**src/rtl/div_if.sv**
```systemverilog
// Request/response bundle between the issuing pipeline and the iterative divider.
interface div_if #(parameter int DATA_WIDTH = 32);
  logic                  start;
  logic [1:0]            op;
  logic [4:0]            rd_in;
  logic [DATA_WIDTH-1:0] dividend;
  logic [DATA_WIDTH-1:0] divisor;
  logic                  kill;
  logic                  busy;
  logic                  done;
  logic                  wr_en;
  logic [4:0]            rw_addr;
  logic [DATA_WIDTH-1:0] wr_data;

  modport master (output start, op, rd_in, dividend, divisor, kill,
                  input  busy, done, wr_en, rw_addr, wr_data);
  modport slave  (input  start, op, rd_in, dividend, divisor, kill,
                  output busy, done, wr_en, rw_addr, wr_data);
endinterface

```
**src/rtl/div_unit.sv**
```systemverilog
// RV32M divider: radix-2 restoring, one quotient bit per cycle on magnitudes,
// with sign fix-up folded into the final step so the result registers on entry to DONE.
module div_unit #(
  parameter int DATA_WIDTH = 32
) (
  input  logic  clk,
  input  logic  rst,
  div_if.slave  bus
);
  localparam int W  = DATA_WIDTH;
  localparam int CW = $clog2(W + 1);

  typedef enum logic [1:0] {IDLE, CALC, DONE} state_t;

  state_t         state;
  logic [CW-1:0]  cnt;
  logic [W-1:0]   rem, quo, dvsr;
  logic           neg_q, neg_r, is_rem;
  logic [4:0]     rd;

  // start-time decode
  logic         sgn, a_neg, b_neg, div0, ovf;
  logic [W-1:0] a_abs, b_abs;

  always_comb begin
    sgn   = ~bus.op[0];
    a_neg = sgn & bus.dividend[W-1];
    b_neg = sgn & bus.divisor[W-1];
    a_abs = a_neg ? -bus.dividend : bus.dividend;
    b_abs = b_neg ? -bus.divisor  : bus.divisor;
    div0  = (bus.divisor == '0);
    ovf   = sgn && (bus.dividend == {1'b1, {(W-1){1'b0}}}) && (bus.divisor == '1);
  end

  // one shift-subtract step plus the signed result of that step
  logic [W:0]   shifted, trial;
  logic [W-1:0] rem_n, quo_n, q_fix, r_fix, res;

  always_comb begin
    shifted = {rem, quo[W-1]};
    trial   = shifted - {1'b0, dvsr};
    if (trial[W]) begin
      rem_n = shifted[W-1:0];
      quo_n = {quo[W-2:0], 1'b0};
    end else begin
      rem_n = trial[W-1:0];
      quo_n = {quo[W-2:0], 1'b1};
    end
    q_fix = neg_q ? -quo_n : quo_n;
    r_fix = neg_r ? -rem_n : rem_n;
    res   = is_rem ? r_fix : q_fix;
  end

  always_ff @(posedge clk) begin
    if (rst) begin
      state       <= IDLE;
      cnt         <= '0;
      bus.busy    <= 1'b0;
      bus.done    <= 1'b0;
      bus.wr_en   <= 1'b0;
      bus.rw_addr <= '0;
      bus.wr_data <= '0;
    end else begin
      case (state)
        IDLE: begin
          if (bus.start && !bus.kill) begin
            is_rem   <= bus.op[1];
            rd       <= bus.rd_in;
            bus.busy <= 1'b1;
            if (div0 || ovf) begin
              // both special cases resolve without iterating
              state       <= DONE;
              bus.done    <= 1'b1;
              bus.wr_en   <= (bus.rd_in != 5'd0);
              bus.rw_addr <= bus.rd_in;
              if (div0) bus.wr_data <= bus.op[1] ? bus.dividend : '1;
              else      bus.wr_data <= bus.op[1] ? '0 : bus.dividend;
            end else begin
              state <= CALC;
              cnt   <= CW'(W);
              rem   <= '0;
              quo   <= a_abs;
              dvsr  <= b_abs;
              neg_q <= a_neg ^ b_neg;
              neg_r <= a_neg;
            end
          end
        end
        CALC: begin
          if (bus.kill) begin
            state    <= IDLE;
            bus.busy <= 1'b0;
          end else begin
            rem <= rem_n;
            quo <= quo_n;
            cnt <= cnt - 1'b1;
            if (cnt == CW'(1)) begin
              state       <= DONE;
              bus.done    <= 1'b1;
              bus.wr_en   <= (rd != 5'd0);
              bus.rw_addr <= rd;
              bus.wr_data <= res;
            end
          end
        end
        DONE: begin
          state       <= IDLE;
          bus.busy    <= 1'b0;
          bus.done    <= 1'b0;
          bus.wr_en   <= 1'b0;
          bus.rw_addr <= '0;
          bus.wr_data <= '0;
        end
        default: state <= IDLE;
      endcase
    end
  end
endmodule
```
**src/flat_wrapper.sv**
```systemverilog
// flat-port wrapper written by rule: the top's interface ports become plain ports
module div_unit_flat 
#(
  parameter int DATA_WIDTH = 32
)
  (clk, rst, bus_start, bus_op, bus_rd_in, bus_dividend, bus_divisor, bus_kill, bus_busy, bus_done, bus_wr_en, bus_rw_addr, bus_wr_data);
  div_if #(.DATA_WIDTH(DATA_WIDTH)) bus_i ();
  input  logic clk;
  input  logic rst;
  input wire logic [$bits(bus_i.start)-1:0] bus_start;
  input wire logic [$bits(bus_i.op)-1:0] bus_op;
  input wire logic [$bits(bus_i.rd_in)-1:0] bus_rd_in;
  input wire logic [$bits(bus_i.dividend)-1:0] bus_dividend;
  input wire logic [$bits(bus_i.divisor)-1:0] bus_divisor;
  input wire logic [$bits(bus_i.kill)-1:0] bus_kill;
  output wire logic [$bits(bus_i.busy)-1:0] bus_busy;
  output wire logic [$bits(bus_i.done)-1:0] bus_done;
  output wire logic [$bits(bus_i.wr_en)-1:0] bus_wr_en;
  output wire logic [$bits(bus_i.rw_addr)-1:0] bus_rw_addr;
  output wire logic [$bits(bus_i.wr_data)-1:0] bus_wr_data;
  assign bus_i.start = bus_start;
  assign bus_i.op = bus_op;
  assign bus_i.rd_in = bus_rd_in;
  assign bus_i.dividend = bus_dividend;
  assign bus_i.divisor = bus_divisor;
  assign bus_i.kill = bus_kill;
  assign bus_busy = bus_i.busy;
  assign bus_done = bus_i.done;
  assign bus_wr_en = bus_i.wr_en;
  assign bus_rw_addr = bus_i.rw_addr;
  assign bus_wr_data = bus_i.wr_data;
  div_unit #(.DATA_WIDTH(DATA_WIDTH)) u_core (.clk(clk), .rst(rst), .bus(bus_i));
endmodule
```
**config.mk**
```make
export PLATFORM = sky130hd
export DESIGN_NAME = div_unit_flat
export DESIGN_NICKNAME = d
export VERILOG_FILES = /design/src/rtl/div_if.sv /design/src/rtl/div_unit.sv /design/src/flat_wrapper.sv
export SDC_FILE = /design/constraint.sdc
export NUM_CORES = 1
export LEC_CHECK = 0
export ABC_CLOCK_PERIOD_IN_PS = 6600
export CORE_ASPECT_RATIO = 1.4
export CORE_UTILIZATION = 50
export CTS_BUF_LIST = sky130_fd_sc_hd__clkbuf_16
export CTS_CLUSTER_DIAMETER = 200
export DETAILED_ROUTE_END_ITERATION = 12
export PLACE_DENSITY_LB_ADDON = 0.1
export SLEW_MARGIN = 20
export SYNTH_ARGS = -nofsm -noshare
export SYNTH_HDL_FRONTEND = slang
export SYNTH_SLANG_ARGS = --single-unit
```
**constraint.sdc**
```tcl
create_clock -name clk -period 6.6 [get_ports clk]
set_input_delay 0.99 -clock clk [delete_from_list [all_inputs] [get_ports clk]]
set_output_delay 0.99 -clock clk [all_outputs]
set_load 0.1 [all_outputs]
```
Yosys cells after proc, flatten, opt, wreduce, memory -nomap -nowiden
Cells that the tools add are included.
{"block": "word_totals", "word_cells": 106, "regBits": 152, "inputBits": 75, "out_inout_bits": 40}
{"block": "classes", "bitwise": 6, "n_reduce_logical": 18, "n_eq_ne": 12, "n_mux": 50, "addsub": 6}
{"op": "$mux 32", "n": 19}
{"op": "$neg 32->32", "n": 4}
{"op": "$pmux 32 s2", "n": 2}
{"op": "$pmux 32 s3", "n": 1}
{"op": "$eq 32x32->1 const B", "n": 2}
{"op": "$sub 33x32->33", "n": 1}
{"op": "$logic_not 32->1", "n": 1}
{"op": "$mux 5", "n": 4}
{"op": "$mux 6", "n": 3}
{"op": "$pmux 5 s3", "n": 1}
{"op": "$pmux 6 s2", "n": 1}
{"op": "$mux 1", "n": 11}
{"op": "$reduce_and 5->1", "n": 2}
{"op": "$reduce_bool 5->1", "n": 2}
{"op": "$pmux 1 s3", "n": 3}
{"op": "$mux 2", "n": 4}
{"op": "$reduce_and 4->1", "n": 2}
{"op": "$eq 6x1->1 const B", "n": 1}
{"op": "$ne 2x1->1 const B", "n": 3}
{"op": "$ne 2x2->1 const B", "n": 3}
{"op": "$reduce_and 3->1", "n": 2}
{"op": "$sub 6x1->6 const B", "n": 1}
{"op": "$pmux 2 s2", "n": 1}
{"op": "$logic_and 1x1->1", "n": 3}
{"op": "12 further kinds", "n": 15}

Longest topological paths before layout
{"block": "depth", "ltp_word": 8, "mapped_depth": 25}

Least setup slack after synthesis
No wires, ideal clock.
{"block": "synth_path", "kind": "input port to flip-flop", "start": "input port bus_divisor[0]", "end": "register u_core.quo[0] (enable)", "n_path_buf": 1, "t_arrival_ns": 5.417, "cell_stages": 10, "setup_slack_ns": 0.690, "setup_time_ns": 0.493, "cell_sequence": "inv_1 ha_1 or3b_2 nor4_1 and3_1 clkbuf_1 nand4b_1 o2111ai_1 a21oi_1 nor2b_1"}
{"block": "synth_via", "elab_chain_cells": 5, "word_cells_on_any_way": 6, "cone_classes": "eq/ne (2); reduce/logical (4)"}
{"element": "from (decl)", "line": "flat_wrapper.sv:14", "source": "input wire logic [$bits(bus_i.divisor)-1:0] bus_divisor;"}
{"element": "$eq 32x32->1", "line": "div_unit.sv:32", "source": "ovf = sgn && (bus.dividend == {1'b1, {(W-1){1'b0}}}) && (bus.divisor == '1);"}
{"element": "$logic_and 1x1->1", "line": "div_unit.sv:32"}
{"element": "$logic_or 1x1->1 *", "line": "div_unit.sv:70", "source": "if (div0 || ovf) begin"}
{"element": "$ne 2x2->1 (no line) *"}
{"element": "$reduce_and 5->1 (no line) *"}
{"element": "to (signal assigned)", "line": "div_unit.sv:82", "source": "quo <= a_abs;"}
{"element": "to (signal assigned)", "line": "div_unit.sv:95", "source": "quo <= quo_n;"}
{"element": "to (decl)", "line": "div_unit.sv:17", "source": "logic [W-1:0] rem, quo, dvsr;"}
Mark *: on every way between the ends. The rest lies on a longest branch, timed or not.
A chain may end at the register's enable or synchronous reset.

Worst setup path after layout
{"block": "layout_path", "start": "register u_core.quo[31]", "end": "register u_core.bus.wr_data[30]"}
{"block": "layout_via", "elab_chain_cells": 8, "word_cells_on_any_way": 11, "cone_classes": "add/sub (3); mux (8)"}
{"element": "$sub 33x32->33", "line": "div_unit.sv:41", "source": "trial = shifted - {1'b0, dvsr};"}
{"element": "$mux 1 or $mux 32 (tied branches)", "line": "div_unit.sv:42", "source": "if (trial[W]) begin"}
{"element": "$neg 32->32, on equally long branches", "line": "div_unit.sv:49, div_unit.sv:50"}
{"element": "$mux 32, on equally long branches", "line": "div_unit.sv:49, div_unit.sv:50"}
{"element": "$mux 32 *", "line": "div_unit.sv:51", "source": "res = is_rem ? r_fix : q_fix;"}
{"element": "$mux 32 *", "line": "div_unit.sv:97", "source": "if (cnt == CW'(1)) begin"}
{"element": "$mux 32 *", "line": "div_unit.sv:90", "source": "if (bus.kill) begin"}
{"element": "$pmux 32 s3 *", "line": "div_unit.sv:64", "source": "case (state)"}
{"element": "to (signal assigned)", "line": "div_unit.sv:76", "source": "if (div0) bus.wr_data <= bus.op[1] ? bus.dividend : '1;"}
{"element": "to (signal assigned)", "line": "div_unit.sv:77", "source": "else bus.wr_data <= bus.op[1] ? '0 : bus.dividend;"}
{"element": "to (signal assigned)", "line": "div_unit.sv:102", "source": "bus.wr_data <= res;"}
{"element": "to (decl)", "line": "div_if.sv:18", "source": "output busy, done, wr_en, rw_addr, wr_data);"}
Mark *: on every way between the ends. The rest lies on a longest branch, timed or not. The select of a mux whose other input is x is not followed.

==> flow_summary.html <==
<table>
<tr><th>Metric</th><th>Value</th></tr>
<tr><th colspan="2">Worst hold path</th></tr>
<tr><td>Cell depth of the worst hold path</td><td>1</td></tr>
<tr><td>End point of the most critical hold path</td><td>u_core.cnt[5]</td></tr>
<tr><td>Hold path start</td><td>u_core.cnt[5]</td></tr>
<tr><td>Tightest Hold Check Type</td><td>flip-flop to flip-flop</td></tr>
<tr><th colspan="2">Detailed routing</th></tr>
<tr><td>Number of design rule violations left after detail routing</td><td>0</td></tr>
<tr><td>Remaining number of nets flagged by the antenna check after routing</td><td>0</td></tr>
<tr><td>DRT iter0 DRCs</td><td>693</td></tr>
<tr><td>Ratio of routed vias to standard cells</td><td>6.120</td></tr>
<tr><td>Per-cell routed wire length</td><td>20.04 um</td></tr>
<tr><td>Drt first pass iters</td><td>5</td></tr>
<tr><td>Sum of routed wire length over all layers</td><td>37.61 mm</td></tr>
<tr><td>Via total after detailed routing</td><td>11490</td></tr>
<tr><th colspan="2">Synthesis</th></tr>
<tr><td>Multiplexer share of the synthesized area</td><td>3.236%</td></tr>
<tr><td>Total standard cell area after synthesis</td><td>12330 um^2</td></tr>
<tr><td>Share of the synthesized area in the top cell type</td><td>25.32%</td></tr>
<tr><td>Post-synthesis area per instance</td><td>8.333 um^2</td></tr>
<tr><td>Number of flip-flops and latches in the synthesized netlist</td><td>152</td></tr>
<tr><td>Simple-Gate Fraction of Synth Area</td><td>19.38%</td></tr>
<tr><td>Xor and xnor fraction of the mapped netlist area</td><td>9.161%</td></tr>
<tr><td>Yosys warning total</td><td>0</td></tr>
<tr><td>Post-synthesis adder-cell area fraction</td><td>7.122%</td></tr>
<tr><td>Number of flops mapped to enable cells by yosys</td><td>104</td></tr>
<tr><td>Net Count, Synth</td><td>1599</td></tr>
<tr><td>Part of the Yosys area used for sequential elements</td><td>33.11%</td></tr>
<tr><td>Largest family of logic cells by synthesized area</td><td>compound AO/OA/AOI/OAI gates</td></tr>
<tr><td>Post-synthesis cell type with the largest combined area</td><td>edfxtp_1</td></tr>
<tr><td>Largest cells by area after synthesis</td><td>edfxtp_1 (25%), dfxtp_1 (7.8%), xnor2_1 (6.0%), o21ai_0 (4.9%), nor2_1 (4.8%)</td></tr>
<tr><td>Complex-gate fraction of the synthesized area</td><td>22.17%</td></tr>
<tr><td>Commonest register cell after synthesis</td><td>edfxtp_1</td></tr>
<tr><td>Asr flop ratio synth</td><td>0%</td></tr>
<tr><td>Number of distinct library cells after synthesis</td><td>91</td></tr>
<tr><td>Synth Instances</td><td>1480</td></tr>
<tr><th colspan="2">Timing</th></tr>
<tr><td>RSZ-0062 raised after global routing</td><td>false</td></tr>
<tr><td>Crit path time final</td><td>5.284 ns</td></tr>
<tr><td>Final-report hold violation count</td><td>0</td></tr>
<tr><td>Setup total negative slack</td><td>0 ns</td></tr>
<tr><td>Skew final</td><td>0.009654 ns</td></tr>
<tr><td>Max-Slew Margin vs Limit</td><td>26.73%</td></tr>
<tr><td>Setup-failing EPs final</td><td>0</td></tr>
<tr><td>Final worst path period share</td><td>80.07%</td></tr>
<tr><td>Worst Hold Slack</td><td>0.4897 ns</td></tr>
<tr><td>Pins over their slew limit</td><td>0</td></tr>
<tr><td>Transition time at the pin with the least slew margin</td><td>1.099 ns</td></tr>
<tr><td>Worst setup slack after layout</td><td>1.316 ns</td></tr>
<tr><td>Highest clock rate</td><td>189.2 MHz</td></tr>
<tr><th colspan="2">Power and ir drop</th></tr>
<tr><td>Net switching power figure</td><td>2.334 mW</td></tr>
<tr><td>Comb pwr share</td><td>51.3%</td></tr>
<tr><td>Share of power burned in registers</td><td>28.6%</td></tr>
<tr><td>Post-layout total power</td><td>4.858 mW</td></tr>
<tr><td>Internal</td><td>2.524 mW</td></tr>
<tr><td>Peak supply drop</td><td>0.2777 mV</td></tr>
<tr><td>Switching share of power</td><td>48.05%</td></tr>
<tr><td>Share of total power in the clock network</td><td>20.1%</td></tr>
<tr><td>Static leakage</td><td>5.087 nW</td></tr>
<tr><td>Power density over cell area</td><td>341.9 nW/um^2</td></tr>
<tr><th colspan="2">Setup path</th></tr>
<tr><td>Number of cells on the worst reg-to-reg path</td><td>22</td></tr>
<tr><td>Crit path top cell by count</td><td>nand2b_1</td></tr>
<tr><td>Kind of start point of the critical path</td><td>flip-flop</td></tr>
<tr><td>Delay of the slowest critical-path stage</td><td>0.45 ns</td></tr>
<tr><td>Start point of the critical path</td><td>u_core.quo[31]</td></tr>
<tr><td>Nature of the critical path endpoint</td><td>flip-flop</td></tr>
<tr><td>Data arrival, critical path</td><td>5.64 ns</td></tr>
<tr><td>Flop-to-flop setup slack</td><td>1.32 ns</td></tr>
<tr><td>Crit path kind</td><td>flip-flop to flip-flop</td></tr>
<tr><td>Ordered list of cells on the worst path</td><td>inv_1, ha_1, inv_1, fa_1, a211oi_2, nor3_1, o211ai_1, a21boi_0, o211a_2, inv_2, ha_1, nand2b_1, or3_1, or2_2, nand2b_1, nand2b_1, o31ai_1, xnor2_1, o221ai_1, a21oi_1, a31oi_1, a211oi_1</td></tr>
<tr><td>Buf/Inv on CP</td><td>3</td></tr>
<tr><td>Slowest stage cell on the critical path</td><td>fa_1</td></tr>
<tr><td>Crit path max fanout</td><td>17</td></tr>
<tr><td>Startpoint of the worst register-to-register path</td><td>u_core.quo[31]</td></tr>
<tr><td>Reg-to-reg endpoint</td><td>u_core.bus.wr_data[30]</td></tr>
<tr><td>CP top delay family</td><td>compound AO/OA/AOI/OAI gates</td></tr>
<tr><td>Required time of the critical path</td><td>6.95 ns</td></tr>
<tr><th colspan="2">Clock network</th></tr>
<tr><td>Clock Sinks</td><td>152</td></tr>
<tr><td>Number of buffers between clock root and the deepest sink</td><td>2</td></tr>
<tr><td>Cell at the root of the clock tree</td><td>clkbuf_16</td></tr>
<tr><td>Skew-Pair Late Insertion Delay</td><td>0.45 ns</td></tr>
<tr><td>TritonCTS clock tree</td><td>yes</td></tr>
<tr><td>Gates resized, CTS repair</td><td>0</td></tr>
<tr><td>Post-CTS Setup Repair Bufs</td><td>0</td></tr>
<tr><td>CTS buffer count</td><td>17</td></tr>
<tr><td>Hold-fix buffers at CTS</td><td>0</td></tr>
<tr><td>Clock slew at reported path FFs</td><td>0.07 ns</td></tr>
<tr><td>Number of H-tree levels</td><td>4</td></tr>
<tr><th colspan="2">Die</th></tr>
<tr><td>Number of cell rows</td><td>67</td></tr>
<tr><td>Full die area</td><td>25310 um^2</td></tr>
<tr><td>I/O pin count</td><td>115</td></tr>
<tr><td>Die height</td><td>187.8 um</td></tr>
<tr><td>Initial core utilization</td><td>51.26%</td></tr>
<tr><td>Core area</td><td>24060 um^2</td></tr>
<tr><td>Die outline width</td><td>134.7 um</td></tr>
<tr><th colspan="2">Placement</th></tr>
<tr><td>Final weighted congestion in routability-driven placement</td><td>0.9491</td></tr>
<tr><td>Post-Place Worst Slack</td><td>0.9454 ns</td></tr>
<tr><td>Area after detailed placement</td><td>13630 um^2</td></tr>
<tr><td>Number of buffer cells added on primary ports</td><td>114</td></tr>
<tr><td>Detailed Place HPWL</td><td>28.95 mm</td></tr>
<tr><th colspan="2">GRT</th></tr>
<tr><td>Initial antenna violation count</td><td>0</td></tr>
<tr><td>Number of global-route vias before repair</td><td>10950</td></tr>
<tr><td>Largest net degree at the start of global routing</td><td>75</td></tr>
<tr><td>Residual overflow from global routing</td><td>0</td></tr>
<tr><td>Total routing usage reported by global routing</td><td>30.46%</td></tr>
<tr><td>Global-route wire length before repair</td><td>59.50 mm</td></tr>
<tr><th colspan="2">Cells and area</th></tr>
<tr><td>Ant diodes</td><td>0</td></tr>
<tr><td>Design Area, Final</td><td>14210 um^2</td></tr>
<tr><td>Fraction of layout instances using a drive strength above 1</td><td>5.552%</td></tr>
<tr><td>Area delta synth-&gt;final</td><td>15.22%</td></tr>
<tr><td>Top library cells by usage in the layout, fill and taps aside</td><td>nor2_1 (159), o21ai_0 (121), nand2_1 (115)</td></tr>
<tr><td>Number of nets in the final layout</td><td>1673</td></tr>
<tr><td>Fill cell instance count of the final layout</td><td>2219</td></tr>
<tr><td>Most common library cell in the layout ignoring fill and taps</td><td>nor2_1</td></tr>
<tr><th colspan="2">Job</th></tr>
<tr><td>Max_cap viols</td><td>0</td></tr>
<tr><th colspan="2">Outcome</th></tr>
<tr><td>Outcome</td><td>completed</td></tr>
</table>
[worst max-delay path by stage]
stage	to	slack, ns	cells after the start
finish	u_core.bus.wr_data[30]	1.32	22
global route	u_core.bus.wr_data[30]	0.87	22
CTS	u_core.bus.wr_data[30]	1.36	22
detailed placement	u_core.bus.wr_data[28]	0.95	13
global placement	u_core.bus.wr_data[28]	1.17	13
floorplan	u_core.quo[0]	0.69	10
[area by class of cell]
class	count	area, um^2	share of cell area, %
Sequential cell	152	4084	28.74
Timing Repair Buffer	130	1256	8.840
Inverter	95	356.6	2.509
Clock buffer	17	425.4	2.994
Multi-Input combinational cell	1158	7548	53.12
Clock inverter	15	151.4	1.065
Tap cell	310	387.9	2.730
[worst reg2reg max path, stage by stage, from the launching register on]
cell and delay, ns:
edfxtp_1 0.44, inv_1 0.08, ha_1 0.16, inv_1 0.06, fa_1 0.45, a211oi_2 0.31
nor3_1 0.14, o211ai_1 0.30, a21boi_0 0.14, o211a_2 0.29, inv_2 0.30, ha_1 0.24
nand2b_1 0.08, or3_1 0.37, or2_2 0.36, nand2b_1 0.22, nand2b_1 0.23, o31ai_1 0.30
xnor2_1 0.15, o221ai_1 0.13, a21oi_1 0.14, a31oi_1 0.10, a211oi_1 0.22
[Yosys cell counts, drive strengths merged, types with 5 or more instances]
master / count
and2: 19
o31a: 5
a211oi: 21
xor2: 45
o211ai: 15
nor4: 17
a41oi: 6
edfxtp: 104
a221oi: 8
or2: 8
dfxtp: 48
nor2b: 6
a21boi: 7
nand4: 21
a21oi: 96
buf: 22
clkbuf: 51
nor3b: 5
ha: 43
o21ai: 126
mux2: 7
inv: 94
nor2: 159
and3: 12
nand2: 115
o41ai: 14
or4: 12
o22ai: 10
nand2b: 20
a21o: 12
o21a: 8
maj3: 32
xnor2: 84
mux2i: 32
a31oi: 22
nand3: 12
or3: 26
o31ai: 19
o221ai: 13
nor3: 53
[routing by layer]
layer	share of wire [%]	track usage (%)	wire length (um)	vias to the layer above
li1	-	-	-	5570
met1	42	37.18	15680	5482
met2	50	52.52	18630	371
met3	4.3	3.893	1610	65
met4	4.5	14.48	1685	0
met5	0	0	0	-
[registers in the layout, summed over array words and instances (netlist names)]
signal	cells
u_core.bus.wr_data	32
u_core.bus.done	1
u_core.rd	5
u_core.cnt	6
u_core.quo	32
u_core.dvsr	32
u_core.is_rem	1
u_core.neg_r	1
u_core.bus.rw_addr	5
u_core.state	2
u_core.rem	32
u_core.neg_q	1
u_core.bus.wr_en	1
u_core.bus.busy	1
[per-stage QoR]
step	instances	utilization, %
floorplan	1480	-
CTS	1877	59.06
global route	1877	59.06
detailed placement	1845	56.66
global placement	1845	56.66
finish	1877	59.06
[cell families after synthesis]
kind of cell | count (synthesis)
and+or+nand+nor | 495
AOI/OAI and AO/OA | 419
buffers and inverters | 170
DFF | 152
xor gates and xnor gates | 129
adders and majority gates | 76
muxes | 39
[power by group through the flow]
stage	clock network [mW]	logic, mW	registers, mW
after floorplan	0	1.19	2.06
after CTS	0.984	2.48	1.39
final	0.978	2.49	1.39
after global placement	0	2.45	1.41
after global routing	1.01	2.68	1.41
after detailed placement	0	2.47	1.41
Note: power is estimated with default switching activity, not from simulation.
